## src/rtl/uart_tx_controller_pkg.sv

```systemverilog
// Shared constants for the PC serial link (also used by the opcode receiver decode)
// and the state encoding of the host-bound packet framer.
package uart_tx_controller_pkg;

    localparam logic [7:0] DEFAULT_SYNC_CHAR = 8'h24;
    localparam logic [7:0] DEFAULT_ACK_TYPE  = 8'h41;
    localparam logic [7:0] DEFAULT_DATA_TYPE = 8'h44;

    localparam int FIFO_DEPTH = 16;

    typedef enum logic [3:0] {
        IDLE,
        A_SYNC,
        A_TYPE,
        A_CODE,
        A_SUM,
        D_SYNC,
        D_TYPE,
        D_WAIT,
        D_LO,
        D_HI,
        D_SUM
    } tx_state_t;

    function automatic logic [7:0] word_byte(input logic [15:0] word, input logic high);
        return high ? word[15:8] : word[7:0];
    endfunction

endpackage

```

## src/rtl/uart_tx_controller_if.sv

```systemverilog
// Host-side request bundle: acknowledge strobe and the pixel word valid/ready stream.
interface uart_tx_controller_if;

    logic        ackStrobe;
    logic [7:0]  ackCode;
    logic        pixValid;
    logic [15:0] pixData;
    logic        pixLast;
    logic        pixReady;

    modport master (
        output ackStrobe, ackCode, pixValid, pixData, pixLast,
        input  pixReady
    );

    modport slave (
        input  ackStrobe, ackCode, pixValid, pixData, pixLast,
        output pixReady
    );

endinterface

```

## src/rtl/uart_tx_controller_uart_tx6.sv

```systemverilog
// Serial transmitter with a 16-byte FIFO: 8N1 framing, one bit per 16 baud enables.
// buffer_reset is synchronous and flushes both the FIFO and any byte in flight.
module uart_tx6
    import uart_tx_controller_pkg::*;
(
    input  logic       clk,
    input  logic       buffer_reset,
    input  logic       en_16_x_baud,
    input  logic [7:0] data_in,
    input  logic       buffer_write,
    output logic       buffer_full,
    output logic       serial_out
);

    localparam int PTR_W = $clog2(FIFO_DEPTH);

    logic [7:0]       mem [FIFO_DEPTH];
    logic [PTR_W-1:0] wr_ptr;
    logic [PTR_W-1:0] rd_ptr;
    logic [PTR_W:0]   count;
    logic             tx_active;
    logic [8:0]       shift;
    logic [3:0]       tick;
    logic [3:0]       bit_idx;
    logic             push;
    logic             pop;

    assign buffer_full = (count == (PTR_W + 1)'(FIFO_DEPTH));
    assign push        = buffer_write && !buffer_full && !buffer_reset;
    assign pop         = !tx_active && (count != '0) && !buffer_reset;

    always_ff @(posedge clk) begin
        if (push) begin
            mem[wr_ptr] <= data_in;
        end
    end

    // shift holds the data bits still to go plus the stop bit; the start bit is driven on load
    always_ff @(posedge clk) begin
        if (buffer_reset) begin
            wr_ptr     <= '0;
            rd_ptr     <= '0;
            count      <= '0;
            tx_active  <= 1'b0;
            shift      <= '1;
            tick       <= '0;
            bit_idx    <= '0;
            serial_out <= 1'b1;
        end else begin
            if (push) begin
                wr_ptr <= wr_ptr + 1'b1;
            end
            count <= count + (PTR_W + 1)'(push) - (PTR_W + 1)'(pop);
            if (pop) begin
                shift      <= {1'b1, mem[rd_ptr]};
                rd_ptr     <= rd_ptr + 1'b1;
                tx_active  <= 1'b1;
                tick       <= '0;
                bit_idx    <= '0;
                serial_out <= 1'b0;
            end else if (tx_active && en_16_x_baud) begin
                tick <= tick + 1'b1;
                if (tick == 4'd15) begin
                    if (bit_idx == 4'd9) begin
                        tx_active  <= 1'b0;
                        serial_out <= 1'b1;
                    end else begin
                        serial_out <= shift[0];
                        shift      <= {1'b1, shift[8:1]};
                        bit_idx    <= bit_idx + 1'b1;
                    end
                end
            end
        end
    end

endmodule

```

## src/rtl/uart_tx_controller.sv

```systemverilog
// Frames acknowledge and pixel-word packets (SYNC, TYPE, payload, XOR checksum)
// and feeds them byte by byte into uart_tx6 towards the PC.
module uart_tx_controller
    import uart_tx_controller_pkg::*;
#(
    parameter logic [7:0] SYNC_CHAR = DEFAULT_SYNC_CHAR,
    parameter logic [7:0] ACK_TYPE  = DEFAULT_ACK_TYPE,
    parameter logic [7:0] DATA_TYPE = DEFAULT_DATA_TYPE
) (
    input  logic                  clk,
    input  logic                  resetN,
    input  logic                  en_16_x_baud,
    output logic                  uart_tx,
    uart_tx_controller_if.slave   host,
    output logic                  busy,
    output logic [15:0]           wordCount,
    output logic                  ackOverrun
);

    tx_state_t   state;
    tx_state_t   next_state;
    logic        pending_valid;
    logic [7:0]  pending_code;
    logic [15:0] cap_data;
    logic        cap_last;
    logic [7:0]  checksum;
    logic        last_write;
    logic        tx_write;
    logic [7:0]  tx_data;
    logic        tx_buffer_full;
    logic        can_write;
    logic        clear_pending;
    logic        capture;
    logic        start_data;

    // The FIFO full flag lags a write by a cycle, so back-to-back writes are never issued
    assign can_write     = !tx_buffer_full && !last_write;
    assign clear_pending = (state == A_SUM) && tx_write;
    assign capture       = (state == D_WAIT) && host.pixValid;
    assign start_data    = (state == IDLE) && !pending_valid && host.pixValid;
    assign busy          = (state != IDLE) || pending_valid;

    always_ff @(posedge clk or negedge resetN) begin
        if (!resetN) begin
            state <= IDLE;
        end else begin
            state <= next_state;
        end
    end

    always_comb begin
        next_state    = state;
        tx_write      = 1'b0;
        tx_data       = 8'h00;
        host.pixReady = 1'b0;
        case (state)
            IDLE: begin
                if (pending_valid) begin
                    next_state = A_SYNC;
                end else if (host.pixValid) begin
                    next_state = D_SYNC;
                end
            end
            A_SYNC: begin
                tx_data  = SYNC_CHAR;
                tx_write = can_write;
                if (can_write) next_state = A_TYPE;
            end
            A_TYPE: begin
                tx_data  = ACK_TYPE;
                tx_write = can_write;
                if (can_write) next_state = A_CODE;
            end
            A_CODE: begin
                tx_data  = pending_code;
                tx_write = can_write;
                if (can_write) next_state = A_SUM;
            end
            A_SUM: begin
                tx_data  = checksum;
                tx_write = can_write;
                if (can_write) next_state = IDLE;
            end
            D_SYNC: begin
                tx_data  = SYNC_CHAR;
                tx_write = can_write;
                if (can_write) next_state = D_TYPE;
            end
            D_TYPE: begin
                tx_data  = DATA_TYPE;
                tx_write = can_write;
                if (can_write) next_state = D_WAIT;
            end
            D_WAIT: begin
                host.pixReady = 1'b1;
                if (host.pixValid) next_state = D_LO;
            end
            D_LO: begin
                tx_data  = word_byte(cap_data, 1'b0);
                tx_write = can_write;
                if (can_write) next_state = D_HI;
            end
            D_HI: begin
                tx_data  = word_byte(cap_data, 1'b1);
                tx_write = can_write;
                if (can_write) next_state = cap_last ? D_SUM : D_WAIT;
            end
            D_SUM: begin
                tx_data  = checksum;
                tx_write = can_write;
                if (can_write) next_state = IDLE;
            end
            default: begin
                next_state = IDLE;
            end
        endcase
    end

    // Checksum tracks the bytes actually written, so a late ack overwrite cannot corrupt a packet
    always_ff @(posedge clk or negedge resetN) begin
        if (!resetN) begin
            pending_valid <= 1'b0;
            pending_code  <= '0;
            ackOverrun    <= 1'b0;
            cap_data      <= '0;
            cap_last      <= 1'b0;
            checksum      <= '0;
            wordCount     <= '0;
            last_write    <= 1'b0;
        end else begin
            last_write <= tx_write;
            if (host.ackStrobe) begin
                pending_code  <= host.ackCode;
                pending_valid <= 1'b1;
                if (pending_valid && !clear_pending) begin
                    ackOverrun <= 1'b1;
                end
            end else if (clear_pending) begin
                pending_valid <= 1'b0;
            end
            if (capture) begin
                cap_data <= host.pixData;
                cap_last <= host.pixLast;
            end
            if (tx_write) begin
                case (state)
                    A_TYPE, D_TYPE:     checksum <= tx_data;
                    A_CODE, D_LO, D_HI: checksum <= checksum ^ tx_data;
                    default:            ;
                endcase
            end
            if (start_data) begin
                wordCount <= '0;
            end else if (tx_write && (state == D_HI)) begin
                wordCount <= wordCount + 16'd1;
            end
        end
    end

    uart_tx6 u_uart_tx6 (
        .clk          (clk),
        .buffer_reset (~resetN),
        .en_16_x_baud (en_16_x_baud),
        .data_in      (tx_data),
        .buffer_write (tx_write),
        .buffer_full  (tx_buffer_full),
        .serial_out   (uart_tx)
    );

endmodule
```

## src/flat_wrapper.sv

```systemverilog
// flat-port wrapper written by rule: the top's interface ports become plain ports
module uart_tx_controller_flat import uart_tx_controller_pkg::*;
#(
    parameter logic [7:0] SYNC_CHAR = DEFAULT_SYNC_CHAR,
    parameter logic [7:0] ACK_TYPE  = DEFAULT_ACK_TYPE,
    parameter logic [7:0] DATA_TYPE = DEFAULT_DATA_TYPE
)
  (clk, resetN, en_16_x_baud, uart_tx, busy, wordCount, ackOverrun, host_ackStrobe, host_ackCode, host_pixValid, host_pixData, host_pixLast, host_pixReady);
  uart_tx_controller_if host_i ();
  input  logic clk;
  input  logic resetN;
  input  logic en_16_x_baud;
  output logic uart_tx;
  output logic busy;
  output logic [15:0] wordCount;
  output logic ackOverrun;
  input wire logic [$bits(host_i.ackStrobe)-1:0] host_ackStrobe;
  input wire logic [$bits(host_i.ackCode)-1:0] host_ackCode;
  input wire logic [$bits(host_i.pixValid)-1:0] host_pixValid;
  input wire logic [$bits(host_i.pixData)-1:0] host_pixData;
  input wire logic [$bits(host_i.pixLast)-1:0] host_pixLast;
  output wire logic [$bits(host_i.pixReady)-1:0] host_pixReady;
  assign host_i.ackStrobe = host_ackStrobe;
  assign host_i.ackCode = host_ackCode;
  assign host_i.pixValid = host_pixValid;
  assign host_i.pixData = host_pixData;
  assign host_i.pixLast = host_pixLast;
  assign host_pixReady = host_i.pixReady;
  uart_tx_controller #(.SYNC_CHAR(SYNC_CHAR), .ACK_TYPE(ACK_TYPE), .DATA_TYPE(DATA_TYPE)) u_core (.clk(clk), .resetN(resetN), .en_16_x_baud(en_16_x_baud), .uart_tx(uart_tx), .host(host_i), .busy(busy), .wordCount(wordCount), .ackOverrun(ackOverrun));
endmodule
```

## config.mk

```make
export PLATFORM = sky130hd
export DESIGN_NAME = uart_tx_controller_flat
export DESIGN_NICKNAME = d
export VERILOG_FILES = /design/src/rtl/uart_tx_controller_pkg.sv /design/src/rtl/uart_tx_controller_if.sv /design/src/rtl/uart_tx_controller_uart_tx6.sv /design/src/rtl/uart_tx_controller.sv /design/src/flat_wrapper.sv
export SDC_FILE = /design/constraint.sdc
export NUM_CORES = 1
export LEC_CHECK = 0
export CORE_ASPECT_RATIO = 2
export CORE_MARGIN = 2
export CORE_UTILIZATION = 60
export DETAILED_ROUTE_END_ITERATION = 8
export PLACE_DENSITY = 0.8
export SLEW_MARGIN = 40
export SYNTH_ARGS = -nofsm -noshare
export SYNTH_HDL_FRONTEND = slang
export SYNTH_HIERARCHICAL = 1
export SYNTH_SLANG_ARGS = --single-unit
```

## constraint.sdc

```tcl
create_clock -name clk -period 4.65 [get_ports clk]
set_input_delay 0.93 -clock clk [delete_from_list [all_inputs] [get_ports clk]]
set_output_delay 0.93 -clock clk [all_outputs]
set_load 0.02 [all_outputs]
```

==> out/metrics.yaml, run 1 <==
ys_seq_elements: 219
syn2layout_area_growth_pct: 12.51
start_util_pct: 61.17
syn_area_mm2: 0.009602
slew_violations: 0
final-setup-viol-count: 0
path_delay_family: "simple AND/OR/NAND/NOR gates"
crit_path_max_fanout: 6
grt_pass1_wl_mm: 32.74
synth.net_count: 713
antenna_found_initial: 0
drt_first_pass_iters: 5
hpwl_mm: 14.63
synth-edff-count: 128
fin_setup_tns_ps: 0
cts_setup_buffers: 0
grt_max_degree: 57
clock_sinks: 219
power.density_mw_per_mm2: 582.4
hold_slack_ps: 494.3
path_clk_slew_ps: 70
post-route-min-period_ps: 3681
wl_mm: 20.62
ys_types: 70
critPathCaptureType: "register"
yosysSeqAreaShare_pct: 61.92
critPathBufInv: 4
ant_nets: 0
crit_path_start_kind: "register"
worst_skew_pair.late_latency_ps: 490
cts_hold_buf: 0
slew_headroom_pct: 41.41
status: "finished clean"
max-vdd-ir-drop_uv: 439.3
core_mm2: 0.01570
gr-total-overflow: 0
dieWidth_um: 93.45
via_count: 5755
drc: 0
cp.arrival_ps: 4090
grt_setup_unrepaired: "no"
grt_pass1_vias: 6123
async_flop_share_pct: 25.57
numCtsBuffers: 19
cts_tree: "done"
final-hold-violation-count: 0
p_total_w: 0.006291
cts.repair.resized: 0
drive_above_1_share_pct: 15.89
finClkSkew_ps: 13.29
vias_per_cell: 6.182
max_slew.worst_pin.slew_ps: 875.6
htreeDepth: 1
clockBufferDepth: 3
worstHoldPathType: "reg2reg"
path_cells: "inv_1, ha_1, nand4bb_1, inv_1, or2_2, nor2_1, and3_1, inv_1, ha_1, inv_1, ha_1, fa_1, a21oi_1, nor2_1, or3_1, a21oi_1"
p_leak_nw: 3.917
gp_congestion: 0.8643
ios: 50
crit_type: "reg2reg"
avgSynthCellArea_um2: 14.40
required_ps: 5060
chipHeight_um: 182.9
port_buffers: 49
fmax_mhz: 271.7
yosysWarnings: 6
slowest_stage: "fa_1"
fin_nets: 763
period_share_pct: 79.16
root_buffer: "clkbuf_16"
slowest_delay_ps: 400
ys.flop_type: "edfxtp_1"
core.rowCount: 65
grt_usage_pct: 25.26
syn_inst: 667
crit_top_cell: "inv_1"
diodes: 0
wire_per_inst_um: 22.15
dieArea_mm2: 0.01709
drt_iter0_drc: 499
cap_violations: 0
[cell type report]
type | instances | area, µm²
Sequential cell | 219 | 5949
Fill cell | 1045 | 4893
Multi-Input combinational cell | 401 | 3402
Timing Repair Buffer | 58 | 553.0
Clock buffer | 19 | 475.5
Tap cell | 201 | 251.5
Clock inverter | 15 | 103.9
Inverter | 18 | 67.56
[cells in the final DEF, fill, tap and decap left out, types with 16 or more instances in the layout]
cell and n:
clkbuf_16 19, clkdlybuf4s50_1 48, dfrtp_1 56, dfxtp_1 32, edfxtp_1 128, inv_1 17
mux2_2 35, mux2i_1 20, mux4_1 18, nand2_1 53, nor2_1 52, xnor2_1 16
xor2_1 17
[state kept, by name (all words and copies together), names as in the netlist, 4 cells and up, named ones only]
register / count
u_core/cap_data: 16
u_core/checksum: 8
u_core/pending_code: 8
u_core/state: 4
u_core/u_uart_tx6/bit_idx: 4
u_core/u_uart_tx6/count: 5
u_core/u_uart_tx6/mem: 128
u_core/u_uart_tx6/rd_ptr: 4
u_core/u_uart_tx6/shift: 8
u_core/u_uart_tx6/tick: 4
u_core/u_uart_tx6/wr_ptr: 4
u_core/wordCount: 16
[metrics by stage]
step / instances / cell area, µm² / setup slack (ps) / utilization, %
2_1_floorplan: 667 / 9602 / 1302 / -
3_5_place_dp: 897 / 10210 / 1020 / 65.04
5_1_grt: 931 / 10800 / 695.9 / 68.82
6_report: 931 / 10800 / 969.1 / 68.82
3_3_place_gp: 897 / 10200 / 1175 / 65.01
4_1_cts: 931 / 10790 / 998.3 / 68.73
[kinds of logic (layout without fill, tap and decap cells)]
group / Yosys count / after routing / share of synthesized area [%]
muxes: 87 / 87 / 14.40
DFF: 219 / 219 / 61.92
adders and majority gates: 16 / 16 / 2.163
buffers and inverters: 47 / 110 / 2.802
and+or+nand+nor: 197 / 197 / 10.63
AOI/OAI and AO/OA: 68 / 68 / 5.069
xor gates and xnor gates: 33 / 33 / 3.010
[power by group]
| group | internal [W] | switching [W] | leakage [nW] |
|---|---|---|---|
| sequential | 0.00255 | 0.000379 | 2.17 |
| clock | 0.000765 | 0.000692 | 0.271 |
| combinational | 0.000840 | 0.00107 | 1.48 |
[worst paths after layout]
kind                                             from                         end  slack, ps  cells after the start
min in group asynchronous                      resetN          u_core/checksum[0]        620                      2
max in group asynchronous                      resetN         u_core/wordCount[1]       3520                      2
max reg2reg                u_core/u_uart_tx6/count[3]  u_core/u_uart_tx6/count[4]        970                     16
min reg2reg                        u_core/checksum[4]          u_core/checksum[4]        490                      1
max                        u_core/u_uart_tx6/count[3]  u_core/u_uart_tx6/count[4]        970                     16
min                                u_core/checksum[4]          u_core/checksum[4]        490                      1
[Yosys cell counts (15+ instances only)]
cell type / instances / area share [%]
nor2_1: 58 / 2.3
xnor2_1: 16 / 1.5
inv_1: 17 / 0.66
mux2i_1: 20 / 2.1
mux4_1: 18 / 4.9
dfrtp_1: 56 / 15
mux2_2: 35 / 4.1
nand3_1: 15 / 0.78
ha_1: 15 / 2.0
edfxtp_1: 128 / 40
nand2_1: 53 / 2.1
dfxtp_1: 35 / 7.3
xor2_1: 17 / 1.6
[metal layers]
| layer | wire (µm) | GRT usage, % | part of all wire (%) |
|---|---|---|---|
| met5 | 0 | 0 | 0 |
| met3 | 714 | 2.629 | 3.5 |
| met1 | 6871 | 26.39 | 33 |
| met2 | 12080 | 48.75 | 59 |
| met4 | 958 | 12.18 | 4.6 |
No activity file was read; power rests on OpenSTA's default activity.
==> run 2: changes to the inputs <==
- clock period: 4.65 -> 3.5 ns (I/O delays scaled with it)
==> out/metrics.yaml, run 2 (synthesized netlist as in run 1, its figures left out) <==
status: "finished clean"
core.rowCount: 65
dieArea_mm2: 0.01709
slew_headroom_pct: 46.69
cp.arrival_ps: 3640
clockBufferDepth: 3
ant_nets: 0
nFillCells: 1031
drive_above_1_share_pct: 16.87
drt_first_pass_iters: 5
final_common_cell: "edfxtp_1"
root_buffer: "clkbuf_16"
max_slew.worst_pin.slew_ps: 798.6
grt_usage_pct: 25.96
path_clk_slew_ps: 70
fin_nets: 785
period_share_pct: 91.95
crit_path_start_kind: "register"
grt_setup_unrepaired: "no"
syn2layout_area_growth_pct: 14.75
slew_violations: 0
gp_congestion: 0.9129
place_area_mm2: 0.01036
core_mm2: 0.01570
rr_endpoint: "u_core/u_uart_tx6/count[4]"
via_count: 5881
dieWidth_um: 93.45
fmax_mhz: 310.7
p_comb_share_pct: 32.1
fin_setup_tns_ps: 0
grt_pass1_wl_mm: 33.37
numCtsBuffers: 20
grt_pass1_vias: 6364
gr-total-overflow: 0
finClkSkew_ps: 9.491
multi_input_area_mm2: 0.003397
power.density_mw_per_mm2: 782.3
port_buffers: 49
regMostFlops: "u_core/u_uart_tx6/mem"
post-route-min-period_ps: 3218
largest_reg_flops: 128
grt_max_degree: 57
vias_per_cell: 6.165
design_area_mm2: 0.01102
worst_skew_pair.late_latency_ps: 490
wire_per_inst_um: 22.39
clock_sinks: 219
max-vdd-ir-drop_uv: 686.7
start_util_pct: 61.17
wl_mm: 21.36
chipHeight_um: 182.9
drc: 0
p_int_w: 0.005780
r2r_slack_ps: 280
p_leak_nw: 4.069
critPathCaptureType: "register"
crit_type: "reg2reg"
regArea_mm2: 0.005947
htreeDepth: 1
reg.largest.list: "u_core/u_uart_tx6/mem (128), u_core/cap_data (16), u_core/wordCount (16)"
crit_path_start: "u_core/u_uart_tx6/count[3]"
cts_hold_buf: 0
diodes: 0
power_switching_w: 0.002839
ios: 50
seq_power_share_pct: 43.1
final_cell_mix: "128 x edfxtp_1, 57 x nor2_1, 56 x dfrtp_1, 53 x nand2_1, 48 x clkdlybuf4s50_1"
final-setup-viol-count: 0
crit_path_max_fanout: 6
cap_violations: 0
final-hold-violation-count: 0
drt_iter0_drc: 342
antenna_found_initial: 0
crit-reg2reg-launch: "u_core/u_uart_tx6/count[3]"
cts_tree: "done"
hpwl_mm: 14.76
swShare_pct: 32.94
worstHoldPathType: "in2async"
pwr-share-clk_pct: 24.9
r2r_cells: 16
required_ps: 3920
run 2: worst max-delay path by stage:
| stage | cells after the start | to | slack [ps] |
|---|---|---|---|
| 2_1_floorplan | 17 | u_core/u_uart_tx6/count[4] | 150 |
| 3_3_place_gp | 16 | u_core/u_uart_tx6/count[4] | 300 |
| 3_5_place_dp | 16 | u_core/u_uart_tx6/count[4] | 160 |
| 4_1_cts | 16 | u_core/u_uart_tx6/count[4] | 130 |
| 5_1_grt | 16 | u_core/u_uart_tx6/count[4] | 70 |
| 6_report | 16 | u_core/u_uart_tx6/count[4] | 280 |
run 2: cell type report:
| cell class | count | area share (%) |
|---|---|---|
| sequential | 219 | 53.97 |
| inverter | 18 | 0.6132 |
| clock inverter | 10 | 0.7154 |
| timing repair buffer | 79 | 6.450 |
| multi-input combinational | 401 | 30.83 |
| tap | 201 | 2.283 |
| clock buffer | 26 | 5.133 |
run 2: power by group through the flow:
stage,clock network (W),registers (W),logic [W]
6_report,0.00214,0.00371,0.00276
3_5_place_dp,0,0.00376,0.00272
4_1_cts,0.00218,0.00371,0.00275
3_3_place_gp,0,0.00372,0.00259
5_1_grt,0.00226,0.00376,0.00300
2_1_floorplan,0,0.00376,0.00184
run 2: worst max-delay path, cell delays in order, from the launching register on:
cell and delay [ps]:
dfxtp_1 360, inv_1 80, ha_1 200, nand4bb_1 150
inv_1 70, or2_4 270, nor2_2 130, and3_4 210
inv_1 50, ha_1 270, inv_1 40, ha_1 200
fa_1 420, a21oi_1 150, nor2_1 70, or3_1 350
a21oi_1 150
run 2: metal layers:
metal / track usage (%) / wire length (µm) / up-vias
li1: - / - / 2635
met2: 48.98 / 12180 / 224
met1: 26.21 / 6922 / 2947
met4: 15.24 / 1298 / 0
met5: 0 / 0 / -
met3: 3.698 / 960 / 75
run 2: what timing repair did:
action                     CTS  global route
setup endpoints to repair    0             1
gates resized for setup      0             3
buffers inserted             0             0
run 2: metrics by stage:
step	std cells	hold slack, ps	utilization (%)	power, W	setup slack (ps)
after global placement	918	462.0	66.02	0.006309	302.4
final	954	414.9	70.20	0.008619	281.7
after detailed placement	918	469.5	66.03	0.006477	162.0
after floorplan	667	404.4	-	0.005597	152.0
after CTS	954	434.8	70.13	0.008637	130.6
after global routing	954	483.2	70.20	0.009025	70.23
